### src/rtl/apb_cmd_master.sv
// APB3 master: converts a valid/ready register command into one APB transfer
// and returns read data, slave error and timeout status on a response channel.
module apb_cmd_master #(
   parameter int unsigned ADDR_W  = 3,
   parameter int unsigned DATA_W  = 8,
   parameter int unsigned TIMEOUT = 16
) (
   input  logic              PCLK,
   input  logic              PRESET_n,
   input  logic              cmd_valid_i,
   output logic              cmd_ready_o,
   input  logic              cmd_write_i,
   input  logic [ADDR_W-1:0] cmd_addr_i,
   input  logic [DATA_W-1:0] cmd_wdata_i,
   output logic              rsp_valid_o,
   input  logic              rsp_ready_i,
   output logic [DATA_W-1:0] rsp_rdata_o,
   output logic              rsp_err_o,
   output logic              rsp_timeout_o,
   output logic              busy_o,
   output logic              PSEL_o,
   output logic              PENABLE_o,
   output logic              PWRITE_o,
   output logic [ADDR_W-1:0] PADDR_o,
   output logic [DATA_W-1:0] PWDATA_o,
   input  logic              PREADY_i,
   input  logic [DATA_W-1:0] PRDATA_i,
   input  logic              PSLVERR_i
);

   localparam int unsigned CNT_W = (TIMEOUT == 0) ? 1 : $clog2(TIMEOUT + 1);
   localparam logic [CNT_W-1:0] CNT_LAST = (TIMEOUT == 0) ? '0 : CNT_W'(TIMEOUT - 1);

   typedef enum logic [1:0] {
      S_IDLE,
      S_SETUP,
      S_ACCESS,
      S_RESP
   } state_e;

   state_e            state_q, state_d;
   logic [CNT_W-1:0]  cnt_q, cnt_d;
   logic              pwrite_q, pwrite_d;
   logic [ADDR_W-1:0] paddr_q, paddr_d;
   logic [DATA_W-1:0] pwdata_q, pwdata_d;
   logic              psel_q, psel_d;
   logic              penable_q, penable_d;
   logic              rsp_valid_q, rsp_valid_d;
   logic [DATA_W-1:0] rsp_rdata_q, rsp_rdata_d;
   logic              rsp_err_q, rsp_err_d;
   logic              rsp_timeout_q, rsp_timeout_d;
   logic              cmd_ready_q, cmd_ready_d;
   logic              busy_q, busy_d;

   // Next state plus next values of every output flop; strobes follow state_d
   // so each output is a flop with no input-to-output combinational path.
   always_comb begin
      state_d       = state_q;
      cnt_d         = cnt_q;
      pwrite_d      = pwrite_q;
      paddr_d       = paddr_q;
      pwdata_d      = pwdata_q;
      rsp_rdata_d   = rsp_rdata_q;
      rsp_err_d     = rsp_err_q;
      rsp_timeout_d = rsp_timeout_q;

      case (state_q)
         S_IDLE: begin
            if (cmd_valid_i && cmd_ready_q) begin
               pwrite_d = cmd_write_i;
               paddr_d  = cmd_addr_i;
               pwdata_d = cmd_wdata_i;
               cnt_d    = '0;
               state_d  = S_SETUP;
            end
         end
         S_SETUP: state_d = S_ACCESS;
         S_ACCESS: begin
            if (PREADY_i) begin
               rsp_rdata_d   = pwrite_q ? '0 : PRDATA_i;
               rsp_err_d     = PSLVERR_i;
               rsp_timeout_d = 1'b0;
               state_d       = S_RESP;
            end else if ((TIMEOUT != 0) && (cnt_q == CNT_LAST)) begin
               rsp_rdata_d   = '0;
               rsp_err_d     = 1'b1;
               rsp_timeout_d = 1'b1;
               state_d       = S_RESP;
            end else if (TIMEOUT != 0) begin
               cnt_d = cnt_q + CNT_W'(1);
            end
         end
         S_RESP: begin
            if (rsp_ready_i) begin
               cnt_d   = '0;
               state_d = S_IDLE;
            end
         end
         default: state_d = S_IDLE;
      endcase

      psel_d      = (state_d == S_SETUP) || (state_d == S_ACCESS);
      penable_d   = (state_d == S_ACCESS);
      rsp_valid_d = (state_d == S_RESP);
      cmd_ready_d = (state_d == S_IDLE);
      busy_d      = (state_d != S_IDLE);
   end

   always_ff @(posedge PCLK) begin
      if (!PRESET_n) begin
         state_q       <= S_IDLE;
         cnt_q         <= '0;
         pwrite_q      <= 1'b0;
         paddr_q       <= '0;
         pwdata_q      <= '0;
         psel_q        <= 1'b0;
         penable_q     <= 1'b0;
         rsp_valid_q   <= 1'b0;
         rsp_rdata_q   <= '0;
         rsp_err_q     <= 1'b0;
         rsp_timeout_q <= 1'b0;
         cmd_ready_q   <= 1'b0;
         busy_q        <= 1'b0;
      end else begin
         state_q       <= state_d;
         cnt_q         <= cnt_d;
         pwrite_q      <= pwrite_d;
         paddr_q       <= paddr_d;
         pwdata_q      <= pwdata_d;
         psel_q        <= psel_d;
         penable_q     <= penable_d;
         rsp_valid_q   <= rsp_valid_d;
         rsp_rdata_q   <= rsp_rdata_d;
         rsp_err_q     <= rsp_err_d;
         rsp_timeout_q <= rsp_timeout_d;
         cmd_ready_q   <= cmd_ready_d;
         busy_q        <= busy_d;
      end
   end

   assign cmd_ready_o   = cmd_ready_q;
   assign rsp_valid_o   = rsp_valid_q;
   assign rsp_rdata_o   = rsp_rdata_q;
   assign rsp_err_o     = rsp_err_q;
   assign rsp_timeout_o = rsp_timeout_q;
   assign busy_o        = busy_q;
   assign PSEL_o        = psel_q;
   assign PENABLE_o     = penable_q;
   assign PWRITE_o      = pwrite_q;
   assign PADDR_o       = paddr_q;
   assign PWDATA_o      = pwdata_q;

endmodule

### config.mk
export PLATFORM = sky130hd
export DESIGN_NAME = apb_cmd_master
export DESIGN_NICKNAME = d
export VERILOG_FILES = /design/src/rtl/apb_cmd_master.sv
export SDC_FILE = /design/constraint.sdc
export NUM_CORES = 1
export LEC_CHECK = 0
export CAP_MARGIN = 0
export CORE_ASPECT_RATIO = 1.25
export CORE_UTILIZATION = 46
export DETAILED_ROUTE_END_ITERATION = 10
export GPL_ROUTABILITY_DRIVEN = 0
export PLACE_DENSITY = 0.83
export SYNTH_ARGS = -nofsm -noshare
export SYNTH_HDL_FRONTEND = slang
export SYNTH_SLANG_ARGS = --single-unit
### constraint.sdc
create_clock -name PCLK -period 5.9 [get_ports PCLK]
set_clock_uncertainty 0.1 [all_clocks]
set_input_delay 1.18 -clock PCLK [delete_from_list [all_inputs] [get_ports PCLK]]
set_output_delay 1.18 -clock PCLK [all_outputs]
set_load 0.1 [all_outputs]
==> summary.txt <==
Global routing
  – GR Util All Layers: 23.15%
  – Global route hottest layer: met2
  – M3 GR Usage: 8.213%
  – Met1 Usage GRT: between 20% and 30%
  – Initial antenna violation count: 0
  – Vias in the first global route: about 1300
  – First-pass GRT wire length: around 5600 um
  – Grt total ovfl: 0
  – Met2 usage: between 30% and 40%
  – Largest net degree at the start of global routing: 29

Critical path
  – Reg2Reg Capture Point: PSEL_o
  – Launch point of the worst reg-to-reg path: cnt_q[0]
  – Crit-path slowest cell: or4_4
  – WP data required: 6070 ps
  – Crit path cell chain: clkdlybuf4s50_1 > clkinv_1 > or4_4 > o21ai_2
  – R2r worst-path depth: 7
  – Critical path type: in -> reg
  – Worst setup SP type: primary input
  – Reg-to-reg setup timing slack: about 3500 ps
  – CP max stage delay: 740 ps
  – Critical path endpoint category: register
  – Worst Path Arrival: 3340 ps
  – CP max FO: 28

Layout
  – Area grow syn2layout: 41.91%
  – Filler cell count: approximately 240
  – Inserted Diodes: 0
  – Fin nets: about 240
  – Util after Layout: about 71%
  – Layout cells sized above 1: under 10%
  – Final Instance Count excl. Fillers: ~240

STA
  – Post-layout min period: 3166 ps
  – RSZ-0062 raised after global routing: no
  – Final max-slew violation count: 0
  – Relative slew margins: between 30 and 40%
  – Setup-failing EPs final: 0
  – WHS: ~360 ps
  – Worst Slack Setup Final: 2734 ps
  – Setup TNS Final: 0 ps
  – Final hold vios: 0
  – Least-Margin Pin Slew: 983.0 ps
  – Crit share post-route: between 50% and 60%
  – Fmax: 315.9 MHz

Synthesis
  – Yosys cell types: 32
  – Seq/Total Area, Yosys: ~49%
  – Compound-Gate Fraction of Synth Area: between 10% and 20%
  – Post-synth EDFFs: 0
  – Largest family of logic cells by synthesized area: simple AND/OR/NAND/NOR gates
  – Yosys top cell area share: 49.45%
  – Warnings, synthesis: 0
  – Synth top area cells: dfxtp_1, nand2_1, a21oi_1
  – Adder-Cell Fraction of Synth Area: 5.455%
  – Syn Area/Cell: ~8.8 um2
  – Ys flop type: dfxtp_1
  – Post-synthesis simple-gate area fraction: between 20% and 30%
  – Async set-reset flop share out of synthesis: 0%
  – Dominant cell type by area after synthesis: dfxtp_1
  – Synth Area in XOR/XNOR: 0%
  – Synth Cell Area: ~1400 um2
  – Post-synth net total: 188
  – Multiplexer area fraction after synthesis: under 10%
  – Mapped Cells: approximately 160
  – #FFs+latches synth: 34

Hold path
  – Hold Crit Start: PADDR_o[2]
  – Hold path depth: 2
  – Worst Hold Class: reg -> reg
  – WHS Endpoint: PADDR_o[2]

Placed design
  – Pre-CTS WS: about 2400 ps
  – IO buf count: 52
  – Inst Count DP: approximately 230
  – Dpl hpwl: ~2500 um

Status
  – Status: complete, no violations

Die
  – Die Area: roughly 3200 um2
  – Rows: 21
  – Initial Utilization: approximately half
  – Core area: ~2800 um2
  – Chip Width: between 50 and 60 um
  – Die Y: roughly 63 um
  – Top Ports: 53

Routing
  – Pre-Repair DR Iteration Count: 5
  – Via density per instance: between 5 and 6
  – DR vias: around 1300
  – Antenna-violating nets left: 0
  – Number of remaining DRC errors: 0
  – DR WL/cell: approximately 14 um
  – Total Wirelength: between 3000 and 4000 um
  – Drt initial violations: roughly 50

Power
  – Clock power frac: between 20% and 30%
  – Reg power frac: approximately 46%
  – Switching share of power: between 30% and 40%
  – Combinational share of power: 29.4%
  – Leakage: slightly above 0.7 nW
  – Pwr per Cell Area: ~280 nW/um2
  – Max VDD drop: about 0.19 mV
  – Internal: ~0.34 mW
  – Sw power: 0.1949 mW

Clocking
  – CTS resizes: 0
  – Clock Sinks: 34
  – Worst-path clk slew: 100 ps
  – Post-CTS Hold Buffers: 0
  – Largest buffer count on any clock path: 2
  – Latest clock arrival within the worst-skew pair: about 330 ps
  – H-tree Lvls: 2
  – CTS tree: done
  – Cts bufs inserted: 5
  – Post-CTS Setup Inserts: 0
  – Clock root buffer: clkbuf_4

Flow run
  – Max Cap Violations: 0
## registers in the layout, summed over array words and instances (netlist names), 2 cells and up
signal / flops
PADDR_o: 3
PWDATA_o: 8
cnt_q: 5
rsp_rdata_o: 8
state_q: 2
## placed cells by master (no fill, tap or decap), drive strengths merged
| cell | synthesis | layout |
|---|---|---|
| a211oi | 1 | 1 |
| a21oi | 21 | 21 |
| a31oi | 2 | 2 |
| and2 | 4 | 4 |
| and3 | 1 | 1 |
| and4bb | 1 | 1 |
| clkbuf | 4 | 7 |
| clkdlybuf4s50 | 0 | 52 |
| clkinv | 1 | 2 |
| dfxtp | 34 | 34 |
| ha | 6 | 6 |
| inv | 3 | 3 |
| mux2i | 3 | 3 |
| nand2 | 30 | 30 |
| nand2b | 1 | 1 |
| nand3 | 5 | 5 |
| nand4 | 6 | 6 |
| nand4bb | 1 | 1 |
| nor2 | 5 | 5 |
| nor2b | 2 | 2 |
| nor3 | 1 | 1 |
| nor3b | 1 | 1 |
| o211ai | 1 | 1 |
| o21a | 1 | 1 |
| o21ai | 10 | 10 |
| o221a | 1 | 1 |
| o32ai | 1 | 1 |
| or2 | 1 | 1 |
| or3 | 2 | 2 |
| or4 | 1 | 1 |
## per-layer routing
metal	part of all wire [%]	up-vias	routed length (um)
met5	0	-	0
met1	41	626	1403
met3	6.9	14	236
met2	50	58	1699
met4	2.6	0	88
li1	-	638	-
## kinds of logic (layout without fill, tap and decap cells)
group                      count (synthesis)  in the layout
buffers and inverters                     13             64
DFF                                       34             34
adders and majority gates                  6              6
and+or+nand+nor                           62             62
AOI/OAI and AO/OA                         38             38
muxes                                      3              3
## worst max path at each step
stage	start	endpoint	slack (ps)	depth (start not counted)
detailed placement	PRESET_n	cnt_q[0]	2400	4
finish	PRESET_n	cnt_q[0]	2730	4
CTS	PRESET_n	cnt_q[0]	2750	4
global route	PRESET_n	cnt_q[0]	2620	4
global placement	PRESET_n	cnt_q[0]	2460	4
floorplan	PREADY_i	PSEL_o	3420	4
## critical path: cells and delay by family
kind,cells,cell delay (ps)
buffers and inverters,2,1350
and+or+nand+nor,1,740
AOI/OAI and AO/OA,1,70
## synth_stat cells (all sizes together), types with 2 or more instances
cell / count
a21oi: 21
a31oi: 2
and2: 4
buf: 5
clkbuf: 4
dfxtp: 34
ha: 6
inv: 3
mux2i: 3
nand2: 30
nand3: 5
nand4: 6
nor2: 5
nor2b: 2
o21ai: 10
or3: 2
## per-stage QoR
stage	cell area [um2]	total power [mW]
global placement	1893	0.4088
floorplan	1376	0.3667
CTS	1953	0.5423
detailed placement	1893	0.4126
finish	1953	0.5389
global route	1953	0.5633
## area by class of cell
type	count	area [um2]	share of cell area, %
Multi-Input combinational cell	109	634.4	32.48
Tap cell	34	42.54	2.178
Sequential cell	34	680.7	34.85
Clock buffer	7	55.05	2.819
Clock inverter	1	5.005	0.2562
Inverter	4	15.01	0.7687
Timing Repair Buffer	52	520.5	26.65
## power groups by stage
stage	clock network [mW]	logic [mW]	registers (mW)
6_report	0.131	0.159	0.249
5_1_grt	0.146	0.167	0.250
4_1_cts	0.134	0.159	0.249
3_5_place_dp	0	0.158	0.254
3_3_place_gp	0	0.155	0.253
2_1_floorplan	0	0.0375	0.329
Power figures use the tool's default switching activity.
